<file path="config.mk">
export PLATFORM = sky130hd
export DESIGN_NAME = alu_arbiter
export DESIGN_NICKNAME = d
export VERILOG_FILES = /design/src/rtl/alu_arb_pkg.sv /design/src/rtl/alu_arbiter_rr.sv /design/src/rtl/alu_arbiter.sv
export SDC_FILE = /design/constraint.sdc
export NUM_CORES = 1
export LEC_CHECK = 0
export CORE_MARGIN = 5
export CORE_UTILIZATION = 40
export DETAILED_ROUTE_END_ITERATION = 7
export GPL_TIMING_DRIVEN = 0
export HOLD_SLACK_MARGIN = 0.1
export PLACE_DENSITY = 0.93
export SYNTH_ARGS = -nofsm -noshare
export SYNTH_HDL_FRONTEND = slang
export SYNTH_SLANG_ARGS = --single-unit
</file>
<file path="constraint.sdc">
create_clock -name clk -period 3.45 [get_ports clk]
set_input_delay 0.5175 -clock clk [delete_from_list [all_inputs] [get_ports clk]]
set_output_delay 0.5175 -clock clk [all_outputs]
set_load 0.005 [all_outputs]
</file>
<file path="src/rtl/alu_arb_pkg.sv">
// -----------------------------------------------------------------------------
// alu_arb_pkg
// Shared types, constants and the round-robin search helper for the ALU
// arbiter slice (alu_arbiter, rr_arbiter).
//   state_e        : arbiter FSM state encoding (IDLE, EXEC, RESP)
//   DATA_W_DEF     : default operand/result width of the shared ALU
//   SEL_W          : width of the ALU function select
//   RR_MAX_REQ     : largest requester count the search helper supports
//   rr_next_index  : first requesting index searching upward from ptr+1
// -----------------------------------------------------------------------------
package alu_arb_pkg;

  typedef enum logic [1:0] {
    IDLE = 2'd0,
    EXEC = 2'd1,
    RESP = 2'd2
  } state_e;

  localparam int DATA_W_DEF = 16;
  localparam int SEL_W      = 4;
  localparam int RR_MAX_REQ = 8;

  // Returns the first index with its req bit set, visiting ptr+1, ptr+2, ...
  // modulo num_req. ptr < num_req and the offset never exceeds num_req, so a
  // single conditional subtraction replaces a modulo. Only meaningful when at
  // least one req bit below num_req is set; returns 0 otherwise.
  function automatic logic [2:0] rr_next_index(input logic [7:0] req,
                                               input logic [2:0] ptr,
                                               input int         num_req);
    logic [2:0] pick;
    logic       found;
    logic [3:0] idx;
    pick  = 3'd0;
    found = 1'b0;
    for (int i = 1; i <= RR_MAX_REQ; i++) begin
      idx = {1'b0, ptr} + 4'(i);
      if (idx >= 4'(num_req)) begin
        idx = idx - 4'(num_req);
      end else begin
        idx = idx;
      end
      if ((i <= num_req) && !found && req[idx[2:0]]) begin
        pick  = idx[2:0];
        found = 1'b1;
      end else begin
        pick  = pick;
        found = found;
      end
    end
    return pick;
  endfunction

endpackage

</file>
<file path="src/rtl/alu_arbiter_rr.sv">
// -----------------------------------------------------------------------------
// rr_arbiter
// Purely combinational round-robin picker. The pointer names the previous
// winner; the search starts one position above it and wraps.
//   req_i      [NUM_REQ-1:0] : request vector
//   rr_ptr_i   [ID_W-1:0]    : previous winner index
//   gnt_o      [NUM_REQ-1:0] : one-hot winner, all zero when req_i == 0
//   gnt_idx_o  [ID_W-1:0]    : winner index (don't care when req_i == 0)
// -----------------------------------------------------------------------------
module rr_arbiter
  import alu_arb_pkg::*;
#(
  parameter int NUM_REQ = 4,
  parameter int ID_W    = 2
) (
  input  logic [NUM_REQ-1:0] req_i,
  input  logic [ID_W-1:0]    rr_ptr_i,
  output logic [NUM_REQ-1:0] gnt_o,
  output logic [ID_W-1:0]    gnt_idx_o
);

  logic [7:0] req_pad_s;
  logic [2:0] pick_s;

  // Winner search and one-hot decode.
  always_comb begin
    req_pad_s = 8'(req_i);
    pick_s    = rr_next_index(req_pad_s, 3'(rr_ptr_i), NUM_REQ);
    gnt_idx_o = ID_W'(pick_s);
    if (|req_i) begin
      gnt_o = {{(NUM_REQ-1){1'b0}}, 1'b1} << gnt_idx_o;
    end else begin
      gnt_o = '0;
    end
  end

endmodule

</file>
<file path="src/rtl/alu_arbiter.sv">
// -----------------------------------------------------------------------------
// alu_arbiter
// Shares one external combinational ALU among NUM_REQ requesters. A winner is
// picked round-robin in IDLE, its operands are registered onto the ALU inputs,
// the ALU output is captured one cycle later and returned with the winner's
// index over a valid/ready channel.
//
// Optional feature macro: ALU_ARB_OP_COUNT_EN
//   When defined, adds op_count[15:0], a wrapping count of completed responses.
//
// Ports:
//   clk, rst              : clock (rising edge), synchronous active-high reset
//   req                   : per-requester request, held until granted
//   req_a, req_b          : packed operands, requester i at [i*DATA_W +: DATA_W]
//   req_select, req_mode  : packed ALU select (4 bits each) and mode per requester
//   gnt                   : one-hot grant pulse, operands sampled that cycle
//   alu_a, alu_b          : registered ALU operands
//   alu_select, alu_mode  : registered ALU function
//   alu_result            : combinational ALU output
//   rsp_valid, rsp_data,
//   rsp_id, rsp_ready     : response channel (result + requester index)
//   busy                  : high whenever the FSM is not in IDLE
//   op_count              : (ALU_ARB_OP_COUNT_EN only) completed-response count
// -----------------------------------------------------------------------------
module alu_arbiter
  import alu_arb_pkg::*;
#(
  parameter int NUM_REQ = 4,
  parameter int DATA_W  = DATA_W_DEF,
  parameter int ID_W    = 2
) (
  input  logic                      clk,
  input  logic                      rst,
  input  logic [NUM_REQ-1:0]        req,
  input  logic [NUM_REQ*DATA_W-1:0] req_a,
  input  logic [NUM_REQ*DATA_W-1:0] req_b,
  input  logic [NUM_REQ*SEL_W-1:0]  req_select,
  input  logic [NUM_REQ-1:0]        req_mode,
  output logic [NUM_REQ-1:0]        gnt,
  output logic [DATA_W-1:0]         alu_a,
  output logic [DATA_W-1:0]         alu_b,
  output logic [SEL_W-1:0]          alu_select,
  output logic                      alu_mode,
  input  logic [DATA_W-1:0]         alu_result,
  output logic                      rsp_valid,
  output logic [DATA_W-1:0]         rsp_data,
  output logic [ID_W-1:0]           rsp_id,
  input  logic                      rsp_ready,
  output logic                      busy
`ifdef ALU_ARB_OP_COUNT_EN
  ,
  output logic [15:0]               op_count
`endif
);

  state_e              state_q, state_d;
  logic [ID_W-1:0]     rr_ptr_q, rr_ptr_d;
  logic [DATA_W-1:0]   alu_a_q, alu_a_d;
  logic [DATA_W-1:0]   alu_b_q, alu_b_d;
  logic [SEL_W-1:0]    alu_select_q, alu_select_d;
  logic                alu_mode_q, alu_mode_d;
  logic                rsp_valid_q, rsp_valid_d;
  logic [DATA_W-1:0]   rsp_data_q, rsp_data_d;
  logic [ID_W-1:0]     rsp_id_q, rsp_id_d;
  logic [NUM_REQ-1:0]  arb_gnt_s;
  logic [ID_W-1:0]     arb_idx_s;
  logic [NUM_REQ-1:0]  gnt_s;
  logic                rsp_done_s;

  rr_arbiter #(
    .NUM_REQ (NUM_REQ),
    .ID_W    (ID_W)
  ) u_rr (
    .req_i     (req),
    .rr_ptr_i  (rr_ptr_q),
    .gnt_o     (arb_gnt_s),
    .gnt_idx_o (arb_idx_s)
  );

  assign rsp_done_s = rsp_valid_q & rsp_ready;

  // Next-state, register next values and grant decode.
  always_comb begin
    state_d      = state_q;
    rr_ptr_d     = rr_ptr_q;
    alu_a_d      = alu_a_q;
    alu_b_d      = alu_b_q;
    alu_select_d = alu_select_q;
    alu_mode_d   = alu_mode_q;
    rsp_valid_d  = rsp_valid_q;
    rsp_data_d   = rsp_data_q;
    rsp_id_d     = rsp_id_q;
    gnt_s        = '0;
    case (state_q)
      IDLE: begin
        if (|req) begin
          gnt_s        = arb_gnt_s;
          alu_a_d      = req_a[arb_idx_s*DATA_W +: DATA_W];
          alu_b_d      = req_b[arb_idx_s*DATA_W +: DATA_W];
          alu_select_d = req_select[arb_idx_s*SEL_W +: SEL_W];
          alu_mode_d   = req_mode[arb_idx_s];
          rr_ptr_d     = arb_idx_s;
          rsp_id_d     = arb_idx_s;
          state_d      = EXEC;
        end else begin
          state_d      = IDLE;
        end
      end
      EXEC: begin
        rsp_data_d  = alu_result;
        rsp_valid_d = 1'b1;
        state_d     = RESP;
      end
      RESP: begin
        if (rsp_done_s) begin
          rsp_valid_d = 1'b0;
          state_d     = IDLE;
        end else begin
          state_d     = RESP;
        end
      end
      default: begin
        state_d = IDLE;
      end
    endcase
  end

  // The grant is a same-cycle pulse; suppress it while reset is asserted so
  // no requester believes it was served in the reset cycle.
  always_comb begin
    if (rst) begin
      gnt = '0;
    end else begin
      gnt = gnt_s;
    end
  end

  // State and datapath registers.
  always_ff @(posedge clk) begin
    if (rst) begin
      state_q      <= IDLE;
      rr_ptr_q     <= ID_W'(NUM_REQ - 1);
      alu_a_q      <= '0;
      alu_b_q      <= '0;
      alu_select_q <= '0;
      alu_mode_q   <= 1'b0;
      rsp_valid_q  <= 1'b0;
      rsp_data_q   <= '0;
      rsp_id_q     <= '0;
    end else begin
      state_q      <= state_d;
      rr_ptr_q     <= rr_ptr_d;
      alu_a_q      <= alu_a_d;
      alu_b_q      <= alu_b_d;
      alu_select_q <= alu_select_d;
      alu_mode_q   <= alu_mode_d;
      rsp_valid_q  <= rsp_valid_d;
      rsp_data_q   <= rsp_data_d;
      rsp_id_q     <= rsp_id_d;
    end
  end

  assign alu_a      = alu_a_q;
  assign alu_b      = alu_b_q;
  assign alu_select = alu_select_q;
  assign alu_mode   = alu_mode_q;
  assign rsp_valid  = rsp_valid_q;
  assign rsp_data   = rsp_data_q;
  assign rsp_id     = rsp_id_q;
  assign busy       = (state_q != IDLE);

`ifdef ALU_ARB_OP_COUNT_EN
  logic [15:0] op_count_q;

  // Completed-response counter, wraps naturally at 16 bits.
  always_ff @(posedge clk) begin
    if (rst) begin
      op_count_q <= 16'd0;
    end else if (rsp_done_s) begin
      op_count_q <= op_count_q + 16'd1;
    end else begin
      op_count_q <= op_count_q;
    end
  end

  assign op_count = op_count_q;
`endif

endmodule

</file>
==> results.py <==
metrics = {
    "pwr": {
        "powerDensity_nw_per_um2": 672.1,
        "switchingPower_mw": 2.020,
        "comb_power_share_pct": 62.6,
        "seqPwrFrac_pct": 22.9,
        "clkPwrFrac_pct": 14.5,
        "intPower_mw": 2.725,
        "p_total_mw": 4.746,
        "leakage_nw": 2.572,
        "switching_share_pct": 42.57,
        "ir_drop_uv": 372.2,
    },
    "worst_setup_path": {
        "reg2reg_to": "alu_a[8]$_SDFFE_PP0P_",
        "critPathRequiredTime_ps": 2930,
        "crit_path_top_delay_cell": "a211o_4",
        "crit_family": "compound AO/OA/AOI/OAI gates",
        "worstRegToRegCells": 13,
        "worstSetupPathType": "flip-flop to output port",
        "cp.arrival_ps": 2800,
        "crit_fanout": 10,
        "reg2reg_from": "rr_ptr_q[0]$_SDFFE_PP1P_",
        "end_kind": "output port",
        "worst_setup_path_start_kind": "flip-flop",
        "crit_chain": "buf_8 -> inv_2 -> ha_4 -> mux4_2 -> a221o_1 -> or2_4 -> a211o_4 -> nor2_1 -> dlygate4sd2_1",
        "rrSetupSlack_ps": 400,
        "cp_slowest_stage_delay_ps": 370,
        "cp_num_buf_inv": 3,
    },
    "cts": {
        "htree_levels": 3,
        "numCtsBuffers": 9,
        "cts.sinks": 60,
        "clk_pin_slew_ps": 80,
        "cts_tree": "done",
        "root_buffer": "clkbuf_8",
        "clock_latency_ps": 350,
        "clock_path_buffers": 2,
    },
    "sta": {
        "slew_viol_final": 0,
        "min_period_over_period_pct": 96.09,
        "setup_violations": 0,
        "min_period_ps": 3315,
        "max_freq_mhz": 301.7,
        "worst_pin_slew_ps": 977.7,
        "rsz0062_at_grt": "no",
        "worst_clock_skew_ps": 18.76,
        "finalHoldViolCount": 0,
        "fin_tns_setup_ps": 0,
        "slew_headroom_pct": 34.58,
        "fin_hold_ws_ps": 455.5,
    },
    "synthesis": {
        "synth_top_area_share_pct": 28.22,
        "yosys-top-cells-area": "dfxtp_1 (28%), o211ai_1 (18%), mux2i_1 (18%)",
        "netlist_area_um2": 4257,
        "synth_warnings": 0,
        "synthDistinctLibCells": 33,
        "synth-main-ff-cell": "dfxtp_1",
        "syn_inst": 535,
        "syn_nets": 709,
        "avgSynthCellArea_um2": 7.956,
        "synth_top_area_cell": "dfxtp_1",
        "ys_ff_latch": 60,
        "yosysSeqAreaShare_pct": 28.22,
        "ys_async_sr_fraction_pct": 0,
        "synth_edf_count": 0,
    },
    "hold_path": {
        "min-delay-start": "rsp_data[5]$_SDFFE_PP0P_",
        "whs_path_depth": 2,
        "min_to": "rsp_data[5]$_SDFFE_PP0P_",
        "hold_class": "flip-flop to flip-flop",
    },
    "floorplanning": {
        "die-area_um2": 12800,
        "fp-row-count": 37,
        "start_util_pct": 41.05,
        "dieWidth_um": 113.2,
        "ios": 232,
        "fp.dieH_um": 113.2,
        "core_um2": 10370,
    },
    "grt": {
        "grt_pass1_vias": 5484,
        "antenna_found_initial": 0,
        "grt_pass1_wl_um": 27080,
        "grt_max_degree": 14,
        "overflow": 0,
        "track_usage_pct": 26.01,
    },
    "drt": {
        "detail-route-antenna-nets": 0,
        "via_count": 5193,
        "drc": 0,
        "postRouteWirelength_um": 17520,
        "drt_iter0_drc": 366,
        "avgRoutedWirePerCell_um": 18.96,
        "via_per_inst": 5.620,
        "firstDrtPassIters": 5,
    },
    "cells_and_area": {
        "multiInputGateArea_um2": 2813,
        "areaGrowthSynthToFinish_pct": 65.87,
        "seqCellArea_um2": 1206,
        "finalNonFillerCells": 924,
        "fillers": 883,
        "final_nets": 957,
        "layout_common_cells": "clkdlybuf4s50_1 (224), o211ai_1 (102), a21oi_1 (97), nand2_1 (80), mux2i_1 (75)",
        "final_common_cell": "clkdlybuf4s50_1",
        "n_antenna_cell": 0,
        "drive_gt1_share_pct": 8.629,
    },
    "place": {
        "port_buffers": 230,
        "dp_cells": 901,
        "hpwl_um": 13800,
        "globalplace.congestion": 0.8830,
    },
    "run_status": {
        "status": "completed",
    },
    "job": {
        "cap_viol_max_count": 0,
    },
}
## registers in the layout, indices dropped and copies added (netlist names)
signal      count
rsp_valid       1
alu_select      4
rsp_id          2
state_q         2
alu_mode        1
rsp_data       16
rr_ptr_q        2
alu_a          16
alu_b          16
## repair_timing
item / 4_1_cts / 5_1_grt
resized for setup: 27 / 1
cloned: 0 / 0
setup buffers: 9 / 0
hold endpoints to repair: 0 / 0
pin swaps: 4 / 1
setup endpoints to repair: 4 / 3
hold buffers: 0 / 0
## cell usage after synthesis, types with 4 or more instances
| cell | count |
|---|---|
| a21oi_1 | 97 |
| buf_2 | 6 |
| buf_4 | 5 |
| clkbuf_1 | 49 |
| dfxtp_1 | 60 |
| inv_1 | 4 |
| mux2_2 | 6 |
| mux2i_1 | 76 |
| nand2_1 | 80 |
| nor2_1 | 9 |
| o211ai_1 | 102 |
| o211ai_2 | 10 |
## kinds of logic (layout without fill, tap and decap cells)
group	Yosys count	in the layout	share of synthesized area, %
AO/OA/AOI/OAI	218	218	34.07
adder cells (fa/ha/maj)	3	3	0.8819
multiplexers	84	84	20.34
AND/OR/NAND/NOR	102	102	9.700
buffers and inverters	68	321	6.790
flip-flops	60	60	28.22
## worst register-to-register path, cell delays in order, from the launching register on
cell and delay (ps):
dfxtp_4 360, buf_8 140, inv_2 70, ha_4 310
mux2_2 360, mux2i_2 190, nand4_1 130, a22oi_2 210
buf_4 160, buf_12 100, buf_4 260, buf_4 280
mux2i_1 280, o211ai_2 110
## how the worst max path moves through the flow
stage | start | end | slack [ps] | cells after the start
5_1_grt | rr_ptr_q[0]$_SDFFE_PP1P_ | gnt[3] | 20 | 12
4_1_cts | rr_ptr_q[0]$_SDFFE_PP1P_ | gnt[0] | 160 | 9
3_5_place_dp | req[2] | gnt[3] | -610 | 8
6_report | rr_ptr_q[0]$_SDFFE_PP1P_ | gnt[0] | 130 | 9
2_1_floorplan | rr_ptr_q[0]$_SDFFE_PP1P_ | gnt[1] | 460 | 12
3_3_place_gp | req[3] | gnt[3] | -570 | 8
## cell type report
class	count	area share, %
multi-input combinational	407	39.84
tap	136	2.410
clock inverter	7	1.170
sequential	60	17.08
inverter	4	0.2127
timing repair buffer	239	33.46
buffer	62	4.076
clock buffer	9	1.754
## power groups by stage
stage | Combinational [mW] | Sequential (mW) | Clock [mW]
finish | 2.97 | 1.09 | 0.689
global route | 3.19 | 1.12 | 0.743
CTS | 2.96 | 1.09 | 0.706
detailed placement | 2.82 | 1.10 | 0
global placement | 2.75 | 1.08 | 0
floorplan | 1.65 | 1.10 | 0
## metrics by stage
step	cell area [µm²]	setup WS [ps]	util, %
6_report	7061	135.0	68.09
5_1_grt	7061	19.43	68.09
4_1_cts	7056	156.8	68.04
3_5_place_dp	6729	-614.6	64.89
3_3_place_gp	6729	-569.2	64.89
2_1_floorplan	4257	455.3	-
## per-layer routing
layer  GRT usage (%)  vias up  share of wire [%]
li1                -     2504                  -
met1           30.16     2400                 40
met2           45.58      248                 49
met3           6.738       41                8.0
met4           10.26        0                3.6
met5               0        -                  0
(Power assumes the default switching activity.)
